File: src/rtl/hazard_scoreboard.sv
// Register hazard scoreboard: per-register pending-write counters
// that drive the rf_read stall and the per-register busy flags.
module hazard_scoreboard #(
  parameter bit FWD_EN = 1'b1
) (
  input  logic        clk,
  input  logic        reset_n,
  input  logic [15:0] i_rd_ir,
  input  logic        i_issue_valid,
  input  logic        i_wb_valid,
  input  logic [15:0] i_wb_ir,
  input  logic        i_flush,
  input  logic [15:0] i_flush_ir,
  output logic        o_stall,
  output logic [7:0]  o_busy,
  output logic        o_err
);
  localparam logic [3:0] OP_MV_X   = 4'h0;
  localparam logic [3:0] OP_ADD_X  = 4'h1;
  localparam logic [3:0] OP_SUB_X  = 4'h2;
  localparam logic [3:0] OP_CMP_X  = 4'h3;
  localparam logic [3:0] OP_LD     = 4'h4;
  localparam logic [3:0] OP_ST     = 4'h5;
  localparam logic [3:0] OP_MVHI   = 4'h6;
  localparam logic [3:0] OP_J_X    = 4'h8;
  localparam logic [3:0] OP_JZ_X   = 4'h9;
  localparam logic [3:0] OP_JN_X   = 4'ha;
  localparam logic [3:0] OP_CALL_X = 4'hb;

  // {valid, reg}
  function automatic logic [3:0] dst_of(input logic [15:0] ir);
    logic [3:0] d;
    d = 4'b0;
    unique case (ir[3:0])
      OP_MV_X, OP_ADD_X, OP_SUB_X,
      OP_LD, OP_MVHI: d = {1'b1, ir[7:5]};
      OP_CALL_X:      d = 4'b1111;
      default:        d = 4'b0;
    endcase
    return d;
  endfunction

  // {v0, r0, v1, r1}
  function automatic logic [7:0] src_of(input logic [15:0] ir);
    logic       rf;
    logic [2:0] rx;
    logic [2:0] ry;
    logic [7:0] s;
    rf = ~ir[4];
    rx = ir[7:5];
    ry = ir[10:8];
    s  = 8'b0;
    unique case (ir[3:0])
      OP_MV_X:  s = {4'b0, rf, ry};
      OP_ADD_X, OP_SUB_X,
      OP_CMP_X: s = {1'b1, rx, rf, ry};
      OP_LD:    s = {4'b0, 1'b1, ry};
      OP_ST:    s = {1'b1, rx, 1'b1, ry};
      OP_MVHI:  s = {1'b1, rx, 4'b0};
      OP_J_X, OP_JN_X, OP_JZ_X,
      OP_CALL_X: s = {4'b0, rf, ry};
      default:  s = 8'b0;
    endcase
    return s;
  endfunction

  logic [7:0][1:0] cnt_q, cnt_d;
  logic [7:0][3:0] sum;
  logic            err_q, err_d;
  logic [3:0]      rd_dst, wb_dst, fl_dst;
  logic [7:0]      rd_src;
  logic [7:0]      fwd_hit, eff_nz;
  logic            issue_ok;

  assign rd_dst = dst_of(i_rd_ir);
  assign wb_dst = dst_of(i_wb_ir);
  assign fl_dst = dst_of(i_flush_ir);
  assign rd_src = src_of(i_rd_ir);

  // eff != 0 means cnt differs from the forwarded amount
  always_comb begin
    fwd_hit = '0;
    eff_nz  = '0;
    for (int r = 0; r < 8; r++) begin
      fwd_hit[r] = FWD_EN && i_wb_valid
                && wb_dst == {1'b1, 3'(r)};
      eff_nz[r]  = cnt_q[r] != {1'b0, fwd_hit[r]};
    end
  end

  assign o_stall = (rd_src[7] && eff_nz[rd_src[6:4]])
                || (rd_src[3] && eff_nz[rd_src[2:0]]);
  assign issue_ok = i_issue_valid && !o_stall;

  // sum is biased by 2 so net -2..+1 stays unsigned
  always_comb begin
    err_d = err_q | (i_issue_valid & o_stall);
    cnt_d = cnt_q;
    sum   = '0;
    for (int r = 0; r < 8; r++) begin
      sum[r] = {2'b0, cnt_q[r]} + 4'd2
             + {3'b0, issue_ok && rd_dst == {1'b1, 3'(r)}}
             - {3'b0, i_wb_valid && wb_dst == {1'b1, 3'(r)}}
             - {3'b0, i_flush && fl_dst == {1'b1, 3'(r)}};
      if (sum[r] < 4'd2) begin
        cnt_d[r] = 2'd0;
        err_d    = 1'b1;
      end else if (sum[r] > 4'd5) begin
        cnt_d[r] = 2'd3;
        err_d    = 1'b1;
      end else begin
        cnt_d[r] = 2'(sum[r] - 4'd2);
      end
    end
  end

  always_ff @(posedge clk or negedge reset_n) begin
    if (!reset_n) begin
      cnt_q <= '0;
      err_q <= 1'b0;
    end else begin
      cnt_q <= cnt_d;
      err_q <= err_d;
    end
  end

  always_comb begin
    o_busy = '0;
    for (int r = 0; r < 8; r++) o_busy[r] = |cnt_q[r];
  end

  assign o_err = err_q;

endmodule

File: config.mk
export PLATFORM = sky130hd
export DESIGN_NAME = hazard_scoreboard
export DESIGN_NICKNAME = d
export VERILOG_FILES = /design/src/rtl/hazard_scoreboard.sv
export SDC_FILE = /design/constraint.sdc
export NUM_CORES = 1
export LEC_CHECK = 0
export CELL_PAD_IN_SITES_DETAIL_PLACEMENT = 1
export CELL_PAD_IN_SITES_GLOBAL_PLACEMENT = 1
export CORE_MARGIN = 5
export CORE_UTILIZATION = 37
export CTS_CLUSTER_DIAMETER = 60
export CTS_CLUSTER_SIZE = 20
export DETAILED_ROUTE_END_ITERATION = 12
export PLACE_DENSITY = 0.82
export SLEW_MARGIN = 20
export SYNTH_ARGS = -nofsm -noshare
export SYNTH_HDL_FRONTEND = slang
export SYNTH_SLANG_ARGS = --single-unit
File: constraint.sdc
create_clock -name clk -period 6.78 [get_ports clk]
set_input_delay 2.034 -clock clk [delete_from_list [all_inputs] [get_ports clk]]
set_output_delay 2.034 -clock clk [all_outputs]
set_load 0.01 [all_outputs]
==> results of run 1 <==
final timing paths:
kind | cells past startpoint | endpoint | slack [ps]
max in group asynchronous | 1 | o_err | 3990
worst min-delay path | 1 | o_err | 520
worst min register to register | 1 | o_err | 520
min in group asynchronous | 1 | cnt_q[10] | 2260
worst max register to register | 15 | o_err | 2410
worst max-delay path | 12 | o_stall | 160
layout by cell type (no fill, tap or decap), types with 2 or more instances in the layout:
cell type,instances
a31oi_1,3
and2_1,2
buf_4,32
clkbuf_8,3
clkdlybuf4s50_1,35
dfrtp_1,17
dlygate4sd2_1,3
fa_1,15
ha_1,7
inv_1,7
maj3_1,8
mux2_2,3
nand2_1,11
nand2b_1,10
nand3_1,6
nand3b_1,3
nand4_1,3
nand4b_1,4
nor2_1,10
nor3_1,6
nor3_2,3
nor3b_1,3
nor4b_1,3
o21a_1,2
o21ai_0,3
o31ai_1,2
or2_2,8
or3_1,2
or3b_2,2
xnor2_1,5
xnor2_2,3
xor2_1,3
stage by stage:
step           instances  hold WS (ps)  util [%]  TNS (ps)  total power, mW
2_1_floorplan        188           502         -         0            0.478
3_3_place_gp         319           477      52.8      -448            0.672
3_5_place_dp         319           490      52.8      -656            0.702
4_1_cts              328           533      55.9         0            0.823
5_1_grt              328           565      56.4         0            0.878
6_report             328           524      56.4         0            0.822
flip-flops by register name, indices dropped and copies added, names as in the netlist:
signal and flops:
cnt_q 16, o_err 1
critical path, delay by kind of cell:
| kind | cells | cell delay (ps) |
|---|---|---|
| buf+inv | 5 | 1180 |
| simple gates | 1 | 520 |
| compound gates | 6 | 850 |
report_power, final:
part	internal (mW)	total [mW]	switching (mW)
logic	0.301	0.540	0.239
clock network	0.0418	0.0782	0.0364
registers	0.151	0.204	0.0526
total	0.494	0.822	0.328
timing repair:
item,4_1_cts,5_1_grt
pin swaps,13,4
buffers inserted,5,0
hold buffers,0,0
setup endpoints to repair,2,2
gates resized for setup,17,6
routing by layer:
metal  vias up  routed length, um  global-route usage, %
li1        836                  -                      -
met1       903               2510                   23.4
met2        52               3120                   35.6
met3        13                245                   2.33
met4         0                171                   7.94
met5         -                  0                      0
cells by family (layout without fill, tap and decap cells):
family	after synthesis	after routing	share of synthesized area, %
and+or+nand+nor	87	87	29.0
adders and majority gates	32	32	26.7
AOI/OAI and AO/OA	26	26	11.2
DFF	17	17	22.7
xor gates and xnor gates	11	11	5.14
buffers and inverters	10	83	2.07
muxes	5	5	3.14
layout make-up:
class / count / area, um2 / area share (%)
clock buffer: 4 / 45.0 / 1.66
inverter: 7 / 26.3 / 0.966
multi-input combinational: 161 / 1500 / 55.2
sequential: 17 / 425 / 15.6
tap: 67 / 83.8 / 3.08
timing repair buffer: 72 / 638 / 23.5
==> reports/metrics.cfg, run 1 <==
[detailed_routing]
routed_wl_um=6050
via_count=1804
post_drt_wl_per_cell_um=18.4
antenna_left=0
drtPass1Iterations=4
drtIter0Drc=79
via_per_inst=5.50
drc=0

[grt]
grt-ovfl-total=0
grtUsageTotal_pct=19.6
grt_pass1_vias=2028
grt_max_degree=18
grt_pass1_wl_um=9890
antenna_found_initial=0

[place]
place_area_mm2=0.00254
gp_congestion=0.811
pre_cts_ws_ps=-384
dp.final_hpwl_um=4880
numPortBuffers=39

[logic_synthesis]
synth_area_per_cell_um2=9.96
synth_most_common_cell=dfrtp_1
synth_edf_count=0
synthTopCellsByArea=dfrtp_1 23%, fa_1 17%, ha_1 5.3%
synth_cells=188
synth-seq-area-share_pct=22.7
netlist.top_cell.by_area=dfrtp_1
synthArstFlopShare_pct=100
ys_types=52
yosysTopAreaCellShare_pct=22.7
yosys_most_used_dff=dfrtp_1
synthTopCellsByCount=17 x dfrtp_1, 16 x fa_1, 11 x nand2_1
yosys_register_bits=17
yosysWarnings=0
syn_area_mm2=0.00187
synth_nets=265

[worst_setup_path]
crit_path_frequent_cell=buf_4
path_max_fanout=7
cp.arrival_ps=4590
start_kind=primary input
worst_ep_required_time_ps=4750
cp-end-kind=primary output
r2r_start=cnt_q[7]
startpoint=i_wb_ir[2]
crit_slowest_cell=or4_1
cpPeakStageDelay_ps=520
crit_chain=clkdlybuf4s50_1 -> o21a_2 -> buf_4 -> or4_1 -> buf_4 -> a31oi_1 -> a211oi_2 -> o31ai_2 -> o311ai_2 -> buf_4 -> o21ai_4 -> clkdlybuf4s15_1
crit_type=primary input to primary output

[sta]
tightest_slew_ps=850
finClkSkew_ps=5.14
finalMaxSlewViolations=0
finalCritPeriodShare_pct=97.7
period_needed_ps=6620
worst_slack_ps=157
rsz0062_at_grt=no
fmax_mhz=151
slew_headroom_pct=43.2
hold_viol_final=0
setup_viol=0

[clock_network]
cts_tree=built
numCtsBuffers=3
cts_root_buffer=clkbuf_8
clk_pin_slew_worst_paths_ps=60
cts_sinks=17
worstSkewPairLatency_ps=260
htreeDepth=1
clockBufferDepth=2

[pwr]
pwr_density_cell_mw_per_mm2=302
vdd_drop_max_mv=0.183
power.leakage_nw=1.08

[floorplanning]
io_pins=63
placementRows=25
start_util_pct=38.9
die_w_um=81.2
chipHeight_um=81.2
dieArea_mm2=0.00659
core-area_mm2=0.00482

[min_path]
hold_path_class=flop to flop
worstHoldStart=o_err

[run]
drv_cap=0

[layout]
design_area_mm2=0.00272
synthToLayoutAreaGrowth_pct=45.2
drive_gt1_share_pct=27.6
antenna-diode-count=0
finalNetCount=339
nFillCells=573

[status]
run_status=finished, final reports clean

Power figures use the tool's default switching activity.
==> inputs of run 2 (changes only) <==
Settings changed: ABC_CLOCK_PERIOD_IN_PS set to 6780.
==> results of run 2 <==
Final layout, timing and power as in run 1 (identical DEF).
==> inputs of run 3 (changes only) <==
Settings changed: GPL_TIMING_DRIVEN set to 1.
==> results of run 3 <==
Final layout, timing and power as in run 1 (identical DEF).
